==> src/rtl/ball_collision_engine.sv <==
// ball_collision_engine
// Sequential N-ball elastic collision resolver. A start pulse in IDLE snapshots
// every ball's centre and velocity. The engine then walks all pairs (i<j) in
// fixed order. Each pair that overlaps and is approaching gets an equal-mass
// impulse along its line of centres. Later pairs see the velocities already
// updated by earlier pairs. All resolved velocities and per-pair hit flags are
// published together, along with a one-cycle done pulse.
//
// Ports
//   clk        system clock
//   rst        synchronous active-low reset
//   start      frame pulse, accepted only in IDLE
//   pos_x/y    unsigned ball centres, ball i at [i*CW +: CW]
//   vel_x/y    signed ball velocities, ball i at [i*VW +: VW]
//   vel_x/y_out resolved velocities (registered, held between frames)
//   hit        per-pair impulse flags, bit k = k-th pair (0,1),(0,2)..(1,2)..
//   hit_any    OR of hit
//   busy       high from accepted start until done
//   done       one-cycle pulse when the outputs update
module ball_collision_engine #(
  parameter  int N_BALL = 3,
  parameter  int CW     = 10,
  parameter  int VW     = 10,
  parameter  int BALL_D = 24,
  parameter  int RSH    = 16,
  parameter  int RECIP  = 114,
  localparam int P      = N_BALL * (N_BALL - 1) / 2,
  localparam int HW     = (P > 0) ? P : 1
) (
  input  logic                 clk,
  input  logic                 rst,
  input  logic                 start,
  input  logic [N_BALL*CW-1:0] pos_x,
  input  logic [N_BALL*CW-1:0] pos_y,
  input  logic [N_BALL*VW-1:0] vel_x,
  input  logic [N_BALL*VW-1:0] vel_y,
  output logic [N_BALL*VW-1:0] vel_x_out,
  output logic [N_BALL*VW-1:0] vel_y_out,
  output logic [HW-1:0]        hit,
  output logic                 hit_any,
  output logic                 busy,
  output logic                 done
);

  localparam int XW = (N_BALL > 1) ? $clog2(N_BALL) : 1;  // ball index width
  localparam int KW = (HW > 1) ? $clog2(HW) : 1;          // pair index width
  localparam int DW = VW + CW + 3;                        // dot product width
  localparam int PW = DW + CW + 1 + RSH + 2;              // impulse product width
  localparam int IW = PW - RSH;                           // shifted impulse width

  localparam logic signed [2*CW+2:0] D2      = (2*CW+3)'(BALL_D * BALL_D);
  localparam logic signed [RSH+1:0]  RECIP_S = (RSH+2)'(RECIP);
  localparam logic signed [IW:0]     VMAX    = (IW+1)'(2**(VW-1) - 1);
  localparam logic signed [IW:0]     VMIN    = (IW+1)'(-(2**(VW-1)));

  typedef enum logic [2:0] {
    IDLE,
    DETECT,
    CALC_DOT,
    CALC_IMP,
    APPLY,
    DONE
  } state_t;

  state_t state;

  // Working copy of the frame snapshot
  logic        [CW-1:0] wpx [N_BALL];
  logic        [CW-1:0] wpy [N_BALL];
  logic signed [VW-1:0] wvx [N_BALL];
  logic signed [VW-1:0] wvy [N_BALL];

  logic [XW-1:0] idx_i, idx_j;
  logic [KW-1:0] pair_k;
  logic [HW-1:0] pend;

  logic signed [CW:0]   dx_r, dy_r;
  logic signed [DW-1:0] dot_r;
  logic signed [IW-1:0] ix_r, iy_r;

  logic signed [CW:0]     dx_c, dy_c;
  logic signed [2*CW+2:0] dist2_c;
  logic signed [VW:0]     dvx_c, dvy_c;
  logic signed [DW-1:0]   dot_c;
  logic signed [PW-1:0]   prod_x_c, prod_y_c;
  logic signed [IW:0]     new_vxi_c, new_vyi_c, new_vxj_c, new_vyj_c;
  logic                   last_pair, wrap;
  logic [XW-1:0]          nxt_i, nxt_j;

  function automatic logic signed [VW-1:0] sat(input logic signed [IW:0] v);
    if (v > VMAX) return VW'(VMAX);
    if (v < VMIN) return VW'(VMIN);
    return VW'(v);
  endfunction

  always_comb begin
    // NOTE: every combinational signal is assigned on every pass, so no latch can be inferred.
    dx_c    = $signed({1'b0, wpx[idx_j]}) - $signed({1'b0, wpx[idx_i]});
    dy_c    = $signed({1'b0, wpy[idx_j]}) - $signed({1'b0, wpy[idx_i]});
    dist2_c = (2*CW+3)'(dx_c) * (2*CW+3)'(dx_c) + (2*CW+3)'(dy_c) * (2*CW+3)'(dy_c);

    // Relative velocity uses the live working values, so earlier pairs count
    dvx_c = (VW+1)'(wvx[idx_i]) - (VW+1)'(wvx[idx_j]);
    dvy_c = (VW+1)'(wvy[idx_i]) - (VW+1)'(wvy[idx_j]);
    dot_c = DW'(dvx_c) * DW'(dx_r) + DW'(dvy_c) * DW'(dy_r);

    // RECIP approximates 1/BALL_D^2 in 2^-RSH units; >>> floors the result
    prod_x_c = PW'(dot_r) * PW'(dx_r) * PW'(RECIP_S);
    prod_y_c = PW'(dot_r) * PW'(dy_r) * PW'(RECIP_S);

    new_vxi_c = (IW+1)'(wvx[idx_i]) - (IW+1)'(ix_r);
    new_vyi_c = (IW+1)'(wvy[idx_i]) - (IW+1)'(iy_r);
    new_vxj_c = (IW+1)'(wvx[idx_j]) + (IW+1)'(ix_r);
    new_vyj_c = (IW+1)'(wvy[idx_j]) + (IW+1)'(iy_r);

    // Pair walk: (i,j) -> (i,j+1), or (i+1,i+2) once j hits the last ball
    wrap      = (idx_j == XW'(N_BALL - 1));
    last_pair = wrap && (idx_i == XW'(N_BALL - 2));
    nxt_i     = wrap ? idx_i + XW'(1) : idx_i;
    nxt_j     = wrap ? idx_i + XW'(2) : idx_j + XW'(1);
  end

  // NOTE: all state uses non-blocking assignments, so every register sees pre-edge values.
  always_ff @(posedge clk) begin
    if (!rst) begin
      state     <= IDLE;
      busy      <= 1'b0;
      done      <= 1'b0;
      hit       <= '0;
      hit_any   <= 1'b0;
      vel_x_out <= '0;
      vel_y_out <= '0;
      idx_i     <= '0;
      idx_j     <= '0;
      pair_k    <= '0;
      pend      <= '0;
      dx_r      <= '0;
      dy_r      <= '0;
      dot_r     <= '0;
      ix_r      <= '0;
      iy_r      <= '0;
      // NOTE: the working arrays are reset as well, so an aborted frame leaves nothing stale.
      for (int b = 0; b < N_BALL; b++) begin
        wpx[b] <= '0;
        wpy[b] <= '0;
        wvx[b] <= '0;
        wvy[b] <= '0;
      end
    end else begin
      done <= 1'b0;
      case (state)
        IDLE: begin
          if (start) begin
            for (int b = 0; b < N_BALL; b++) begin
              wpx[b] <= pos_x[b*CW +: CW];
              wpy[b] <= pos_y[b*CW +: CW];
              wvx[b] <= vel_x[b*VW +: VW];
              wvy[b] <= vel_y[b*VW +: VW];
            end
            idx_i  <= '0;
            idx_j  <= XW'(1);
            pair_k <= '0;
            pend   <= '0;
            busy   <= 1'b1;
            state  <= DETECT;
          end
        end

        DETECT: begin
          if (P == 0) begin
            state <= DONE;
          end else begin
            dx_r <= dx_c;
            dy_r <= dy_c;
            if (dist2_c <= D2) begin
              state <= CALC_DOT;
            end else begin
              idx_i  <= nxt_i;
              idx_j  <= nxt_j;
              pair_k <= pair_k + KW'(1);
              state  <= last_pair ? DONE : DETECT;
            end
          end
        end

        CALC_DOT: begin
          dot_r <= dot_c;
          if (dot_c > 0) begin
            state <= CALC_IMP;
          end else begin
            // Separating or resting contact: leave the pair alone
            idx_i  <= nxt_i;
            idx_j  <= nxt_j;
            pair_k <= pair_k + KW'(1);
            state  <= last_pair ? DONE : DETECT;
          end
        end

        CALC_IMP: begin
          ix_r  <= IW'(prod_x_c >>> RSH);
          iy_r  <= IW'(prod_y_c >>> RSH);
          state <= APPLY;
        end

        APPLY: begin
          wvx[idx_i]   <= sat(new_vxi_c);
          wvy[idx_i]   <= sat(new_vyi_c);
          wvx[idx_j]   <= sat(new_vxj_c);
          wvy[idx_j]   <= sat(new_vyj_c);
          pend[pair_k] <= 1'b1;
          idx_i        <= nxt_i;
          idx_j        <= nxt_j;
          pair_k       <= pair_k + KW'(1);
          state        <= last_pair ? DONE : DETECT;
        end

        DONE: begin
          for (int b = 0; b < N_BALL; b++) begin
            vel_x_out[b*VW +: VW] <= wvx[b];
            vel_y_out[b*VW +: VW] <= wvy[b];
          end
          hit     <= pend;
          hit_any <= |pend;
          done    <= 1'b1;
          busy    <= 1'b0;
          state   <= IDLE;
        end

        default: state <= IDLE;
      endcase
    end
  end

endmodule

==> config.mk <==
export PLATFORM = sky130hd
export DESIGN_NAME = ball_collision_engine
export DESIGN_NICKNAME = d
export VERILOG_FILES = /design/src/rtl/ball_collision_engine.sv
export SDC_FILE = /design/constraint.sdc
export NUM_CORES = 2
export LEC_CHECK = 0
export ABC_AREA = 1
export BUFFER_PORTS_ARGS = -buffer_cell sky130_fd_sc_hd__buf_2
export CAP_MARGIN = 30
export CORE_MARGIN = 2
export CORE_UTILIZATION = 55
export CTS_CLUSTER_SIZE = 12
export DETAILED_ROUTE_END_ITERATION = 12
export PLACE_DENSITY = 0.77
export REMOVE_ABC_BUFFERS = 1
export SETUP_SLACK_MARGIN = 0.4
export SLEW_MARGIN = 20
export SYNTH_ARGS = -nofsm -noshare
export SYNTH_HDL_FRONTEND = slang
export SYNTH_SLANG_ARGS = --single-unit
==> constraint.sdc <==
create_clock -name clk -period 23.3 [get_ports clk]
set_input_delay 3.495 -clock clk [delete_from_list [all_inputs] [get_ports clk]]
set_output_delay 3.495 -clock clk [all_outputs]
set_load 0.1 [all_outputs]
==> results.sh <==
export IMPL_outcome="finished, final reports clean"
export IMPL_yosys_area_top_type="fa_1"
export IMPL_report_final_setup_viol=0
export IMPL_worst_pin_slew_ns=1.26
export IMPL_nets=10900
export IMPL_fin_ws_ns=11.35
export IMPL_clkLatencyLatePin_ns=0.62
export IMPL_crit_type="register to register"
export IMPL_yosysWarnings=0
export IMPL_drv_cap=0
export IMPL_slew_violations=0
export IMPL_synth_top_area_share_pct=32.3
export IMPL_layout_commonest_cell="inv_1"
export IMPL_clock_path_buffers=3
export IMPL_clk_pin_slew_worst_paths_ns=0.06
export IMPL_whs_path_depth=2
export IMPL_areaGrowthSynthToFinish_pct=5.94
export IMPL_ys_ff_latch=319
export IMPL_fp_dieW_um=356
export IMPL_hp_class="register to register"
export IMPL_timing_critical_path_slowest_stage_cell="fa_1"
export IMPL_layout_common_cells="inv_1 (2,163), nand2_1 (1,862), fa_1 (1,101), nor2_1 (767), ha_1 (675)"
export IMPL_cts_setup_buffers=0
export IMPL_dr_pass1_iters=6
export IMPL_worst_setup_path_start_kind="register"
export IMPL_finalHoldViolCount=0
export IMPL_num_rows=129
export IMPL_cts_hold_buf=0
export IMPL_cp_arrival_ns=12.46
export IMPL_fin_setup_tns_ns=0
export IMPL_synth_cell_area_um2=68200
export IMPL_cp_max_fo=63
export IMPL_wl_per_cell_um=19.0
export IMPL_viasPerCell=5.52
export IMPL_antenna_found_initial=3
export IMPL_synth_cell_types=65
export IMPL_ys_async_sr_fraction_pct=0
export IMPL_drt_total_wl_um=203000
export IMPL_htreeDepth=2
export IMPL_die_h_um=356
export IMPL_cts_resized=0
export IMPL_synth_edff_count=140
export IMPL_gr_total_overflow=0
export IMPL_drt_iter0_drc=5380
export IMPL_place_gp_congestion=0.997
export IMPL_dp_slack_ns=11.58
export IMPL_initial_core_util_pct=55.3
export IMPL_synthTopCellsByArea="fa_1 (32%), ha_1 (12%), inv_1 (12%)"
export IMPL_track_usage_pct=32.5
export IMPL_synth_flop_cell="dfxtp_1"
export IMPL_grt_pass1_wl_um=325000
export IMPL_num_io_pins=189
export IMPL_grt_pass1_vias=60300
export IMPL_cpPeakStageDelay_ns=0.69
export IMPL_num_fill_cells=11300
export IMPL_skew_ns=0.0477
export IMPL_final_antenna_net_count=0
export IMPL_rsz0062_at_grt="false"
export IMPL_vias=58900
export IMPL_path_common_cell="fa_1"
export IMPL_clock_sinks=319
export IMPL_synthCells=8950
export IMPL_cts_root_buf="clkbuf_16"
export IMPL_die_area_um2=127000
export IMPL_period_share_pct=51.3
export IMPL_grt_max_degree=68
export IMPL_hold_path_startpoint="pend[0]"
export IMPL_drc=0
export IMPL_dpl_hpwl_um=167000
export IMPL_syn_area_per_cell_um2=7.62
export IMPL_fmax_mhz=83.7
export IMPL_cp_data_required_time_ns=23.80
export IMPL_cts_buffers=39
export IMPL_worstRegToRegCells=42
export IMPL_io_buffer_count=188
export IMPL_core_area_um2=123000
export IMPL_layout_drive_gt1_share_pct=4.41
export IMPL_cts_tree="built"
export IMPL_seq_area_frac_synth_pct=11.4
export IMPL_crit_path_end_kind="register"
export IMPL_slew_headroom_pct=16.3
export IMPL_min_period_ns=11.95
## state kept, by name, indices dropped and copies added, names as in the netlist, 11 cells and up, named ones only
register / flops
wvx: 40
wvy: 40
vel_x_out: 30
vel_y_out: 30
wpx: 30
wpy: 30
ix_r: 26
iy_r: 26
dot_r: 23
dx_r: 11
dy_r: 11
## per-layer routing
layer  wire (um)  track usage (%)  up-vias
met5          74                0        -
met4        7600             10.4        4
met3       17500             5.73      464
met2       94600             53.7     2512
met1       83100             43.4    28600
li1            -                -    27300
## final timing paths
| path | end | slack [ns] |
|---|---|---|
| max | register | 11.35 |
| min | pend[0] | 0.46 |
| max reg2reg | register | 11.35 |
| min reg2reg | pend[0] | 0.46 |
## synth_stat cells (all sizes together), types with 6 or more instances
master and count:
a211oi 11, a21boi 13, a21o 32, a21oi 489, a31oi 30, a32oi 20, buf 21, clkbuf 236
clkinv 13, dfxtp 179, edfxtp 140, fa 1101, ha 675, inv 2168, nand2 1873, nand3 223
nand3b 14, nand4 69, nor2 772, nor3 57, nor4 20, o211ai 29, o21a 21, o21ai 370
o21bai 23, o221ai 11, o22ai 20, o31ai 6, or2 22, xnor2 106, xor2 160
## cell type report
cell class	count	area, um^2	share of cell area [%]
well taps	1637	2050	2.84
clock inverters	12	186	0.258
multi-input cells	6193	51300	71.0
flip-flops and latches	319	7790	10.8
repair buffers	269	1620	2.24
diodes	2	5.00	0.00693
clock buffers	58	1120	1.55
inverters	2181	8190	11.3
## worst max-delay path: cells and delay by family (launching register included)
family	cells	cell delay, ns
simple gates	15	2.69
compound gates	10	1.90
xor+xnor	1	0.21
fa+ha+maj	10	4.60
flops	1	0.31
buf+inv	6	2.06
## kinds of logic (layout without fill, tap and decap cells)
group / after synthesis / after routing / share of synthesized area [%]
buffers and inverters: 2438 / 2520 / 13.5
AO/OA/AOI/OAI: 1093 / 1093 / 9.00
adder cells (fa/ha/maj): 1776 / 1776 / 44.7
AND/OR/NAND/NOR: 3058 / 3058 / 18.0
flip-flops: 319 / 319 / 11.4
XOR/XNOR: 266 / 266 / 3.43
other: 0 / 2 / 0
## through the flow
stage | hold slack [ns] | std cells | util (%) | cell area [um^2]
2_1_floorplan | 0.430 | 8693 | - | 67200
3_3_place_gp | 0.440 | 10600 | 57.4 | 70700
3_5_place_dp | 0.444 | 10600 | 57.4 | 70800
4_1_cts | 0.453 | 10700 | 58.5 | 72100
5_1_grt | 0.488 | 10700 | 58.6 | 72200
6_report | 0.457 | 10700 | 58.6 | 72200
Power is left out: the tool's default activity adds up to more than one toggle a clock period on the data nets, which glitch-free logic cannot reach.
